**config.mk**
```make
export PLATFORM = sky130hd
export DESIGN_NAME = i2s_rx_flat
export DESIGN_NICKNAME = d
export VERILOG_FILES = /design/src/rtl/i2s_rx_if.sv /design/src/rtl/i2s_rx.sv /design/src/flat_wrapper.sv
export SDC_FILE = /design/constraint.sdc
export NUM_CORES = 1
export LEC_CHECK = 0
export BUFFER_PORTS_ARGS = -buffer_cell sky130_fd_sc_hd__buf_2
export CAP_MARGIN = 20
export CORE_ASPECT_RATIO = 1.1
export CORE_MARGIN = 3
export CORE_UTILIZATION = 50
export CTS_CLUSTER_SIZE = 20
export DETAILED_ROUTE_END_ITERATION = 8
export PLACE_DENSITY = 0.73
export SYNTH_ARGS = -nofsm -noshare
export SYNTH_HDL_FRONTEND = slang
export SYNTH_SLANG_ARGS = --single-unit
```
**constraint.sdc**
```tcl
create_clock -name clk -period 3.7 [get_ports clk]
set_input_delay 0.185 -clock clk [delete_from_list [all_inputs] [get_ports clk]]
set_output_delay 0.185 -clock clk [all_outputs]
set_load 0.03 [all_outputs]
```
**src/rtl/i2s_rx_if.sv**
```systemverilog
`default_nettype none
// ============================================================================
// Module   : i2s_rx_if
// Purpose  : Bundles the I2S receive pins and the deserialized sample-pair
//            outputs of i2s_rx. The master side is the codec/stimulus and the
//            slave side is the receiver.
//            Macro I2S_RX_ERRCNT_EN adds the err/err_count status signals.
// Revision : 1.0  initial release
// ============================================================================
interface i2s_rx_if #(
  parameter int BITSIZE = 16
);
  logic               bclk;
  logic               lrclk;
  logic               sdata;
  logic [BITSIZE-1:0] left_chan;
  logic [BITSIZE-1:0] right_chan;
  logic               valid;
`ifdef I2S_RX_ERRCNT_EN
  logic [7:0]         err_count;
  logic               err;

  modport master (output bclk, lrclk, sdata,
                  input  left_chan, right_chan, valid, err_count, err);
  modport slave  (input  bclk, lrclk, sdata,
                  output left_chan, right_chan, valid, err_count, err);
`else
  modport master (output bclk, lrclk, sdata,
                  input  left_chan, right_chan, valid);
  modport slave  (input  bclk, lrclk, sdata,
                  output left_chan, right_chan, valid);
`endif
endinterface
`default_nettype wire

```
**src/rtl/i2s_rx.sv**
```systemverilog
`default_nettype none
// ============================================================================
// Module   : i2s_rx
// Purpose  : Philips I2S receiver. Oversamples BCLK/LRCLK/SDATA on clk,
//            deserializes MSB-first words and presents a left/right pair with
//            a one-cycle valid strobe.
//            Macro I2S_RX_ERRCNT_EN adds a saturating partial-word counter
//            (err_count) and a matching err pulse.
// Revision : 1.0  initial release
// ============================================================================
module i2s_rx #(
  parameter int BITSIZE     = 16,
  parameter int SYNC_STAGES = 2
) (
  input  logic clk,
  input  logic resetn,
  i2s_rx_if.slave i2s
);

  localparam int unsigned c_CNT_W = $clog2(BITSIZE + 2);
  localparam logic [c_CNT_W-1:0] c_FULL = c_CNT_W'(BITSIZE);
  localparam logic [c_CNT_W-1:0] c_SAT  = c_CNT_W'(BITSIZE + 1);

  logic [SYNC_STAGES-1:0] r_bclk_sync;
  logic [SYNC_STAGES-1:0] r_lr_sync;
  logic [SYNC_STAGES-1:0] r_sd_sync;
  logic                   r_bclk_prev;
  logic                   r_rise;
  logic                   r_lr_s;
  logic                   r_sd_s;

  logic                   r_lr_prev;
  logic [c_CNT_W-1:0]     r_bitcnt;
  logic [BITSIZE-1:0]     r_shreg;
  logic                   r_done;
  logic                   r_done_lr;

  logic [BITSIZE-1:0]     r_left_hold;
  logic                   r_left_pending;
  logic [BITSIZE-1:0]     r_left_chan;
  logic [BITSIZE-1:0]     r_right_chan;
  logic                   r_valid;

  logic [c_CNT_W-1:0]     w_bitcnt_nxt;

  assign w_bitcnt_nxt = r_bitcnt + c_CNT_W'(1);

  // Synchronize the async pins and register a one-cycle BCLK rise event
  // together with the lrclk/sdata values seen at that rise.
  always_ff @(posedge clk or negedge resetn) begin
    if (!resetn) begin
      r_bclk_sync <= '0;
      r_lr_sync   <= '0;
      r_sd_sync   <= '0;
      r_bclk_prev <= 1'b0;
      r_rise      <= 1'b0;
      r_lr_s      <= 1'b0;
      r_sd_s      <= 1'b0;
    end else begin
      r_bclk_sync <= {r_bclk_sync[SYNC_STAGES-2:0], i2s.bclk};
      r_lr_sync   <= {r_lr_sync[SYNC_STAGES-2:0],   i2s.lrclk};
      r_sd_sync   <= {r_sd_sync[SYNC_STAGES-2:0],   i2s.sdata};
      r_bclk_prev <= r_bclk_sync[SYNC_STAGES-1];
      r_rise      <= r_bclk_sync[SYNC_STAGES-1] & ~r_bclk_prev;
      r_lr_s      <= r_lr_sync[SYNC_STAGES-1];
      r_sd_s      <= r_sd_sync[SYNC_STAGES-1];
    end
  end

  // Deserialize: an LR change restarts the word (its bit is the previous
  // slot's trailing bit); the next BITSIZE bits fill the shift register.
  always_ff @(posedge clk or negedge resetn) begin
    if (!resetn) begin
      r_lr_prev <= 1'b0;
      r_bitcnt  <= '0;
      r_shreg   <= '0;
      r_done    <= 1'b0;
      r_done_lr <= 1'b0;
    end else begin
      r_done <= 1'b0;
      if (r_rise) begin
        if (r_lr_s != r_lr_prev) begin
          r_lr_prev <= r_lr_s;
          r_bitcnt  <= '0;
        end else if (r_bitcnt != c_SAT) begin
          r_bitcnt <= w_bitcnt_nxt;
          if (w_bitcnt_nxt <= c_FULL) begin
            r_shreg <= {r_shreg[BITSIZE-2:0], r_sd_s};
          end
          if (w_bitcnt_nxt == c_FULL) begin
            r_done    <= 1'b1;
            r_done_lr <= r_lr_s;
          end
        end
      end
    end
  end

  // Commit finished words: hold left until its right partner arrives, then
  // publish the pair with a single valid strobe; orphan rights are dropped.
  always_ff @(posedge clk or negedge resetn) begin
    if (!resetn) begin
      r_left_hold    <= '0;
      r_left_pending <= 1'b0;
      r_left_chan    <= '0;
      r_right_chan   <= '0;
      r_valid        <= 1'b0;
    end else begin
      r_valid <= 1'b0;
      if (r_done) begin
        if (!r_done_lr) begin
          r_left_hold    <= r_shreg;
          r_left_pending <= 1'b1;
        end else if (r_left_pending) begin
          r_left_chan    <= r_left_hold;
          r_right_chan   <= r_shreg;
          r_valid        <= 1'b1;
          r_left_pending <= 1'b0;
        end
      end
    end
  end

  assign i2s.left_chan  = r_left_chan;
  assign i2s.right_chan = r_right_chan;
  assign i2s.valid      = r_valid;

`ifdef I2S_RX_ERRCNT_EN
  logic       w_partial;
  logic       r_err_armed;
  logic [7:0] r_err_count;
  logic       r_err;

  assign w_partial = r_rise & (r_lr_s != r_lr_prev) &
                     (r_bitcnt != '0) & (r_bitcnt < c_FULL);

  // Count partial words; the first one after reset is usually the tail of
  // a slot joined mid-stream and is not an error. err pulses on every
  // counted partial, including once the counter has saturated.
  always_ff @(posedge clk or negedge resetn) begin
    if (!resetn) begin
      r_err_armed <= 1'b0;
      r_err_count <= '0;
      r_err       <= 1'b0;
    end else begin
      r_err <= 1'b0;
      if (w_partial) begin
        if (!r_err_armed) begin
          r_err_armed <= 1'b1;
        end else begin
          r_err <= 1'b1;
          if (r_err_count != 8'hFF) begin
            r_err_count <= r_err_count + 8'd1;
          end
        end
      end
    end
  end

  assign i2s.err_count = r_err_count;
  assign i2s.err       = r_err;
`endif

endmodule
`default_nettype wire
```
**src/flat_wrapper.sv**
```systemverilog
// flat-port wrapper written by rule: the top's interface ports become plain ports
module i2s_rx_flat 
#(
  parameter int BITSIZE     = 16,
  parameter int SYNC_STAGES = 2
)
  (clk, resetn, i2s_bclk, i2s_lrclk, i2s_sdata, i2s_left_chan, i2s_right_chan, i2s_valid);
  i2s_rx_if #(.BITSIZE(BITSIZE)) i2s_i ();
  input  logic clk;
  input  logic resetn;
  input wire logic [$bits(i2s_i.bclk)-1:0] i2s_bclk;
  input wire logic [$bits(i2s_i.lrclk)-1:0] i2s_lrclk;
  input wire logic [$bits(i2s_i.sdata)-1:0] i2s_sdata;
  output wire logic [$bits(i2s_i.left_chan)-1:0] i2s_left_chan;
  output wire logic [$bits(i2s_i.right_chan)-1:0] i2s_right_chan;
  output wire logic [$bits(i2s_i.valid)-1:0] i2s_valid;
  assign i2s_i.bclk = i2s_bclk;
  assign i2s_i.lrclk = i2s_lrclk;
  assign i2s_i.sdata = i2s_sdata;
  assign i2s_left_chan = i2s_i.left_chan;
  assign i2s_right_chan = i2s_i.right_chan;
  assign i2s_valid = i2s_i.valid;
  i2s_rx #(.BITSIZE(BITSIZE), .SYNC_STAGES(SYNC_STAGES)) u_core (.clk(clk), .resetn(resetn), .i2s(i2s_i));
endmodule
```
# Yosys cells after proc, flatten, opt, wreduce, memory -nomap -nowiden
# Index checks and enable logic that the tools add are counted.
[word_totals] in_bits=5 output_inout_bits=33 reg_bits=84 elab_cells=43
[classes] add_sub_neg=1 n_lt_le_gt_ge=1 reduce_logical=7 muxes=10 n_eq_ne=3 bitwise=4
[op_table] op="5-bit two-way mux" count=2
[op_table] op="1-bit two-way mux" count=8
[op_table] op="4-bit AND reduction" count=2
[op_table] op="2-bit AND reduction" count=3
[op_table] op="5-bit by 1-bit adder with 5-bit output (second input constant)" count=1
[op_table] op="5-bit == test (second input constant)" count=1
[op_table] op="5-bit less-or-equal comparator (second input constant)" count=1
[op_table] op="5-bit != test (second input constant)" count=1
[op_table] op="1-bit NOT" count=3
[op_table] op="3-bit AND reduction" count=1
[op_table] op="2-bit nonzero test" count=1
[op_table] op="1-bit bitwise AND" count=1
[op_table] op="1-bit != test" count=1

# Depth between registers and ports, before layout
# Gate-level depths: netlist (run 1).
[depth] ltp_word=6 depth_mapped=7

# Least setup slack after synthesis (run 1)
# OpenSTA, ideal clock, no wires.
[synth_path] path_type="register -> register" startpoint="register u_core.r_bitcnt[0]" endpoint="register u_core.r_shreg[10]" setup_slack_ns=1.654 arrival_time_ns=1.921 stages_incl_launch_ff=8 required_ns=3.575 period_less_slack_ns=2.046 path_cell_list="dfrtp_1 > ha_1 > and2_1 > a21oi_1 > or3b_4 > a21oi_4 > buf_12 > mux2_4"
[synth_between] elab_chain_len=3 elab_cells_between_ends=4
[synth_rtl] element="start: declaration" line="i2s_rx.sv:33" rtl="logic [c_CNT_W-1:0] r_bitcnt;"
[synth_rtl] element="start signal: assignment" line="i2s_rx.sv:86" rtl="r_bitcnt <= w_bitcnt_nxt;"
[synth_rtl] element="5-bit by 1-bit adder with 5-bit output" line="i2s_rx.sv:46" rtl="assign w_bitcnt_nxt = r_bitcnt + c_CNT_W'(1);"
[synth_rtl] element="5-bit less-or-equal comparator" line="i2s_rx.sv:87" rtl="if (w_bitcnt_nxt <= c_FULL) begin"
[synth_rtl] element="4-bit AND reduction (no line) *"
[synth_rtl] element="end signal: assignment" line="i2s_rx.sv:88" rtl="r_shreg <= {r_shreg[BITSIZE-2:0], r_sd_s};"
[synth_rtl] element="end: declaration" line="i2s_rx.sv:34" rtl="logic [BITSIZE-1:0] r_shreg;"
# Mark *: on every way between the ends. The rest lies on a longest branch, timed or not.
# A chain may end at the register's enable or synchronous reset.

# Worst setup path in the final report (run 1)
[layout_path] startpoint="register u_core.r_bitcnt[0]" endpoint="register u_core.r_shreg[2]"
# The elaborated chain is that of the path after synthesis.

==> results.yml, run 1 <==
synth:
  synth.distinct_cells: 29
  synth_top_area_share_pct: 65.0
  netlist_area_um2: 3230
  yosysTopAreaCell: "dfrtp_1"
  synth_fp_nets: 218
  synth_ff_type: "dfrtp_1"
  synth-seq-cells: 84
  synthCells: 210
  synthTopCellsByArea: "dfrtp_1 65%, mux2_2 19%, mux2_4 4.6%, o21ai_0 1.7%, nand2_1 1.5%"
  synth-async-reset-ratio_pct: 100
  yosysSeqAreaShare_pct: 65.0
  synth_edf_count: 0
  syn_avg_cell_area_um2: 15.4
  ys_warn_count: 0
power:
  ir_drop_mv: 0.351
  p_int_mw: 1.39
  p_sw_share_pct: 23.7
  power.density_nw_per_um2: 487
  power_mw: 1.83
  seq_power_share_pct: 57.8
  p_sw_mw: 0.432
  p_comb_share_pct: 7.8
  pwr-share-clk_pct: 34.4
  leakagePower_nw: 1.97
sta:
  fmax_mhz: 415
  setup_slack_ns: 1.29
  setup_viol: 0
  finalHoldViolCount: 0
  period_share_pct: 65.1
  setup_tns_ns: 0
  slew_violations: 0
  tightest_slew_ns: 0.909
  fin_crit_ns: 2.41
  rsz0062_at_grt: "no"
  fin_skew_ns: 0.0129
  slew_headroom_pct: 39.4
worst_setup_path:
  cp_top_family: "compound AO/OA/AOI/OAI gates"
  r2r_cells: 6
  path_cells: "ha_1 -> and2_1 -> a21oi_1 -> or3b_4 -> a21oi_4 -> mux2_2"
  slowest_stage: "a21oi_4"
  crit_arrival_ns: 2.63
  critical_path_class: "flip-flop to flip-flop"
  crit_fanout: 16
  cp.required_ns: 3.92
  cp.buffers_inverters: 0
  critPathMaxStageDelay_ns: 0.54
  end_kind: "flip-flop"
  critical_path_depth: 6
  cp-start-kind: "flip-flop"
drt:
  wl_per_cell_um: 14.8
  remaining_drc_errors: 0
  vias_per_cell: 5.26
  dr.pass1.iters: 4
  antenna_left: 0
  wl_mm: 5.06
  drt-initial-drc-count: 65
  vias: 1795
job:
  drv_cap: 0
cells_and_area:
  multi_input_area_um2: 1080
  fin_area_um2: 3750
  final_cell_mix: "84 x dfrtp_1, 54 x mux2_2, 36 x buf_2"
  layout_commonest_cell: "dfrtp_1"
  nets: 264
  final_util_pct: 60.1
  fill_cells: 498
  ff_latch_area_um2: 2100
  syn_to_final_growth_pct: 15.8
  layout-drive-gt1-share_pct: 47.1
  insertedDiodeCount: 0
placement:
  placement.cell_area_um2: 3480
  hpwl_mm: 3.27
  dp_slack_ns: 1.29
  place_congestion: 0.764
  portBuffers: 37
die:
  placementRows: 30
  start_util_pct: 51.9
  dieArea_um2: 7470
  io_pins: 38
  core_um2: 6230
  chipHeight_um: 90.4
  fp.dieW_um: 82.7
clock_network:
  path_clk_slew_ns: 0.08
  cts_tree: "yes"
  ctsResizeCount: 0
  cts_buffer_depth: 2
  htree_levels: 3
  worstSkewPairLatency_ns: 0.34
  cts_hold_buf: 3
  cts.sink_count: 84
  root_buffer: "clkbuf_8"
  cts_setup_buffers: 0
  numCtsBuffers: 9
global_routing:
  antenna_found_initial: 0
  grtUsageTotal_pct: 15.1
  grt_pass1_wl_mm: 8.58
  grt.overflow.total: 0
  grt_max_degree: 85
  grt_pass1_vias: 1788
run_status:
  status: "finished clean"
min_path:
  hold_path.class: "input pin to async pin"
[worst paths after layout]
path	slack, ns	start	to
min in group clk	0.35	u_core.r_bclk_sync[0]	u_core.r_bclk_sync[1]
max reg2reg	1.29	u_core.r_bitcnt[0]	u_core.r_shreg[2]
min	0.31	resetn	u_core.i2s.left_chan[9]
min reg2reg	0.35	u_core.r_bclk_sync[0]	u_core.r_bclk_sync[1]
max	1.29	u_core.r_bitcnt[0]	u_core.r_shreg[2]
max in group asynchronous	2.81	resetn	u_core.r_bitcnt[3]
[flip-flops by register name, summed over array words and instances, names as in the netlist]
signal and count:
u_core.r_rise 1, u_core.r_done_lr 1, u_core.i2s.valid 1, u_core.r_lr_sync 2, u_core.i2s.right_chan 16, u_core.r_bclk_prev 1
u_core.r_shreg 16, u_core.r_left_hold 16, u_core.i2s.left_chan 16, u_core.r_lr_s 1, u_core.r_left_pending 1, u_core.r_bitcnt 5
u_core.r_sd_sync 2, u_core.r_sd_s 1, u_core.r_bclk_sync 2, u_core.r_done 1, u_core.r_lr_prev 1
[area by class of cell]
| type | instances | share of cell area (%) |
|---|---|---|
| flip-flops and latches | 84 | 56.1 |
| multi-input cells | 116 | 28.9 |
| repair buffers | 42 | 6.81 |
| clock buffers | 12 | 3.87 |
| well taps | 80 | 2.67 |
| clock inverters | 4 | 1.30 |
| inverters | 3 | 0.301 |
[metal layers]
layer	track usage, %	vias up	share of wire, %
met5	0	-	0
met4	8.17	0	2.1
met3	3.29	10	3.2
met2	23.2	35	51
met1	19.6	925	43
li1	-	825	-
[stage by stage]
step | hold slack [ns] | instances
2_1_floorplan | -0.111 | 210
3_5_place_dp | 0.294 | 320
6_report | 0.310 | 341
5_1_grt | 0.320 | 341
3_3_place_gp | 0.294 | 320
4_1_cts | 0.0511 | 339
[worst reg2reg max path: cells and delay by family, from the launching register on]
family | cells | cell delay [ns]
compound gates | 2 | 0.62
simple gates | 2 | 0.53
flops | 1 | 0.46
mux | 1 | 0.42
fa+ha+maj | 1 | 0.26
[cell families after synthesis]
group                      count (synthesis)  share of synthesized area [%]
DFF                                       84                           65.0
muxes                                     65                           23.8
and+or+nand+nor                           30                           4.64
AOI/OAI and AO/OA                         16                           3.21
buffers and inverters                     10                           1.66
adders and majority gates                  3                           1.16
xor gates and xnor gates                   2                          0.542
[Yosys cell counts, types with 3 or more instances]
cell       n
nand3_1    5
mux2_4    10
dfrtp_1   84
clkbuf_1   5
inv_1      3
mux2_2    54
nor2_1     3
o21ai_0   11
nand2_1   13
ha_1       3
[power groups by stage]
stage	registers [mW]	logic (mW)	clock network [mW]
after global placement	1.07	0.128	0
after floorplan	1.05	0.106	0
final	1.06	0.142	0.627
after detailed placement	1.07	0.137	0
after CTS	1.06	0.141	0.650
after global routing	1.07	0.159	0.696
(Power assumes the default switching activity.)
==> run 2, diff against run 1 <==
- ABC_AREA: default -> 1
- clock period: 3.7 -> 2.25 ns (I/O delays scaled with it)
==> run 2 against run 1 <==
Compared with the run above: die area is essentially flat; first-iteration DRC count grew 110%; critical path depth grew 4; cell area shrank 0.30%; sequential share of layout area grew 0.17 points; combinational power grew 11%; largest cell class unchanged; register-to-register slack lost 0.62 ns; highest routed layer unchanged.
==> results.yml, run 2 <==
run_status:
  status: "finished clean"
global_routing:
  grt.overflow.total: 0
  grt_pass1_wl_mm: 9.58
  top_usage_layer: "met2"
  use_met3_pct: 4.59
  grt_max_degree: 51
  grt_util_met2_pct: 25.8
  grtUsageTotal_pct: 16.8
  groute.layer.met1.usage_pct: 21.4
  antenna_found_initial: 0
  grt_pass1_vias: 2162
sta:
  fin_crit_ns: 1.58
  slew_headroom_pct: 41.3
  fmax_mhz: 633
  slew_violations: 0
  setup_tns_ns: 0
  period_share_pct: 70.2
  finalHoldViolCount: 0
  rsz0062_at_grt: "no"
  tightest_slew_ns: 0.879
  fin_skew_ns: 0.0137
  setup_viol: 0
synth:
  synthCells: 335
  syn_avg_cell_area_um2: 9.66
  synth_top_family_by_area: "simple AND/OR/NAND/NOR gates"
  ys_warn_count: 0
  synth-seq-cells: 84
  synthTopCellsByArea: "dfrtp_1 65%, nand2_1 15%, o21ai_0 5.6%, nand3_1 3.4%, inv_1 3.4%"
  synthMuxAreaShare_pct: 0
  netlist_area_um2: 3240
  synthSimpleGateAreaFrac_pct: 21.9
  synth_adder_area_share_pct: 1.16
  yosysMostFrequentCell: "nand2_1"
  yosysTopAreaCell: "dfrtp_1"
  synth_ff_type: "dfrtp_1"
  synth_fp_nets: 343
  synth-async-reset-ratio_pct: 100
  synth_top_area_share_pct: 65.0
  yosys-top-cells-count: "129 x nand2_1, 84 x dfrtp_1, 36 x o21ai_0, 29 x inv_1, 22 x nand3_1"
  synth-compound-area-share_pct: 6.15
  yosysSeqAreaShare_pct: 65.0
  synth_edf_count: 0
  synth.distinct_cells: 21
  synthXorXnorAreaFrac_pct: 0
worst_setup_path:
  critical_path_class: "flip-flop to flip-flop"
  cp.required_ns: 2.50
  cp-start-kind: "flip-flop"
  r2r_slack_ns: 0.67
  crit_fanout: 18
  end_kind: "flip-flop"
  r2r_cells: 10
  crit_arrival_ns: 1.83
die:
  io_pins: 38
  start_util_pct: 51.9
  placementRows: 30
  core_um2: 6230
  dieArea_um2: 7470
  chipHeight_um: 90.4
  fp.dieW_um: 82.7
min_path:
  hold_path.class: "input pin to async pin"
drt:
  drt-initial-drc-count: 136
  vias: 2234
  dr.pass1.iters: 4
  antenna_left: 0
  wl_mm: 5.42
  vias_per_cell: 4.84
  wl_per_cell_um: 11.7
  remaining_drc_errors: 0
power:
  ir_drop_mv: 0.418
  power.density_nw_per_um2: 772
  leakagePower_nw: 1.99
cells_and_area:
  layout-drive-gt1-share_pct: 17.3
  fill_cells: 537
  nets: 385
  fin_area_um2: 3730
  final_cell_mix: "129 x nand2_1, 84 x dfrtp_1, 36 x o21ai_0, 36 x buf_2, 29 x inv_1"
  layout_commonest_cell: "nand2_1"
  syn_to_final_growth_pct: 15.4
  insertedDiodeCount: 0
job:
  drv_cap: 0
clock_network:
  cts_tree: "yes"
  path_clk_slew_ns: 0.09
  worstSkewPairLatency_ns: 0.36
  numCtsBuffers: 9
  cts_buffer_depth: 2
  cts.sink_count: 84
  cts_setup_buffers: 0
  htree_levels: 3
  root_buffer: "clkbuf_8"
placement:
  placement.cell_area_um2: 3490
  portBuffers: 37
  place_congestion: 0.824
  hpwl_mm: 3.65
run 2: changes by cell type in the layout (fill, tap and decap cells not counted), moves of 3 or more:
cell	before	now
o21ai_0	11	36
nand3_1	4	22
nand2_2	0	3
o22ai_1	0	3
mux2_4	10	0
inv_1	3	29
mux2_2	54	0
nand2_1	13	129
run 2: layout make-up:
| cell class | instances | area [um^2] | share of cell area [%] |
|---|---|---|---|
| timing repair buffer | 43 | 255 | 6.83 |
| sequential | 84 | 2100 | 56.3 |
| clock inverter | 7 | 82.6 | 2.21 |
| inverter | 33 | 126 | 3.38 |
| clock buffer | 9 | 124 | 3.32 |
| multi-input combinational | 206 | 945 | 25.3 |
| tap | 80 | 100 | 2.68 |
run 2: worst max-delay path, stage by stage, from the launching register on:
cell and delay [ns]:
dfrtp_1 0.42, inv_1 0.08, ha_1 0.18, nand2_1 0.06, inv_1 0.03, nand2_1 0.10
nand3_4 0.13, inv_4 0.18, nand2_4 0.14, nand2_1 0.09, nand2_1 0.06
run 2: power by group:
group          switching (mW)  leakage (nW)  total (mW)  internal [mW]
Clock                   0.563        0.0984        1.09          0.529
Sequential             0.0593          1.14        1.63           1.57
Combinational           0.105         0.747       0.158         0.0528
run 2: through the flow:
stage	power, mW	hold slack (ns)	util [%]	setup WS, ns	std cells
floorplan	1.75	-0.183	-	0.804	335
global placement	1.81	0.168	56.0	0.735	442
detailed placement	1.82	0.167	56.0	0.674	442
CTS	2.93	0.315	59.9	0.663	462
global route	3.03	0.368	59.9	0.497	462
finish	2.88	0.320	59.9	0.670	462
run 2: kinds of logic after synthesis:
group,after synthesis
fa+ha+maj,3
compound gates,39
buf+inv,45
flops,84
simple gates,164
run 2: per-layer routing:
metal,part of all wire (%),routed length (um)
met5,0,0
met4,2.6,140
met3,4.5,243
met2,47,2530
met1,46,2510
run 2: worst paths after layout:
check	startpoint	to
min	resetn	u_core.i2s.left_chan[0]
max reg2reg	u_core.r_bitcnt[1]	u_core.r_shreg[14]
max in group asynchronous	resetn	u_core.r_lr_prev
max	u_core.r_bitcnt[1]	u_core.r_shreg[14]
min in group clk	u_core.r_sd_sync[0]	u_core.r_sd_sync[1]
min reg2reg	u_core.r_sd_sync[0]	u_core.r_sd_sync[1]
run 2: repair_timing:
action,4_1_cts,5_1_grt
hold buffers,4,0
hold endpoints to repair,52,0
resized for setup,0,0
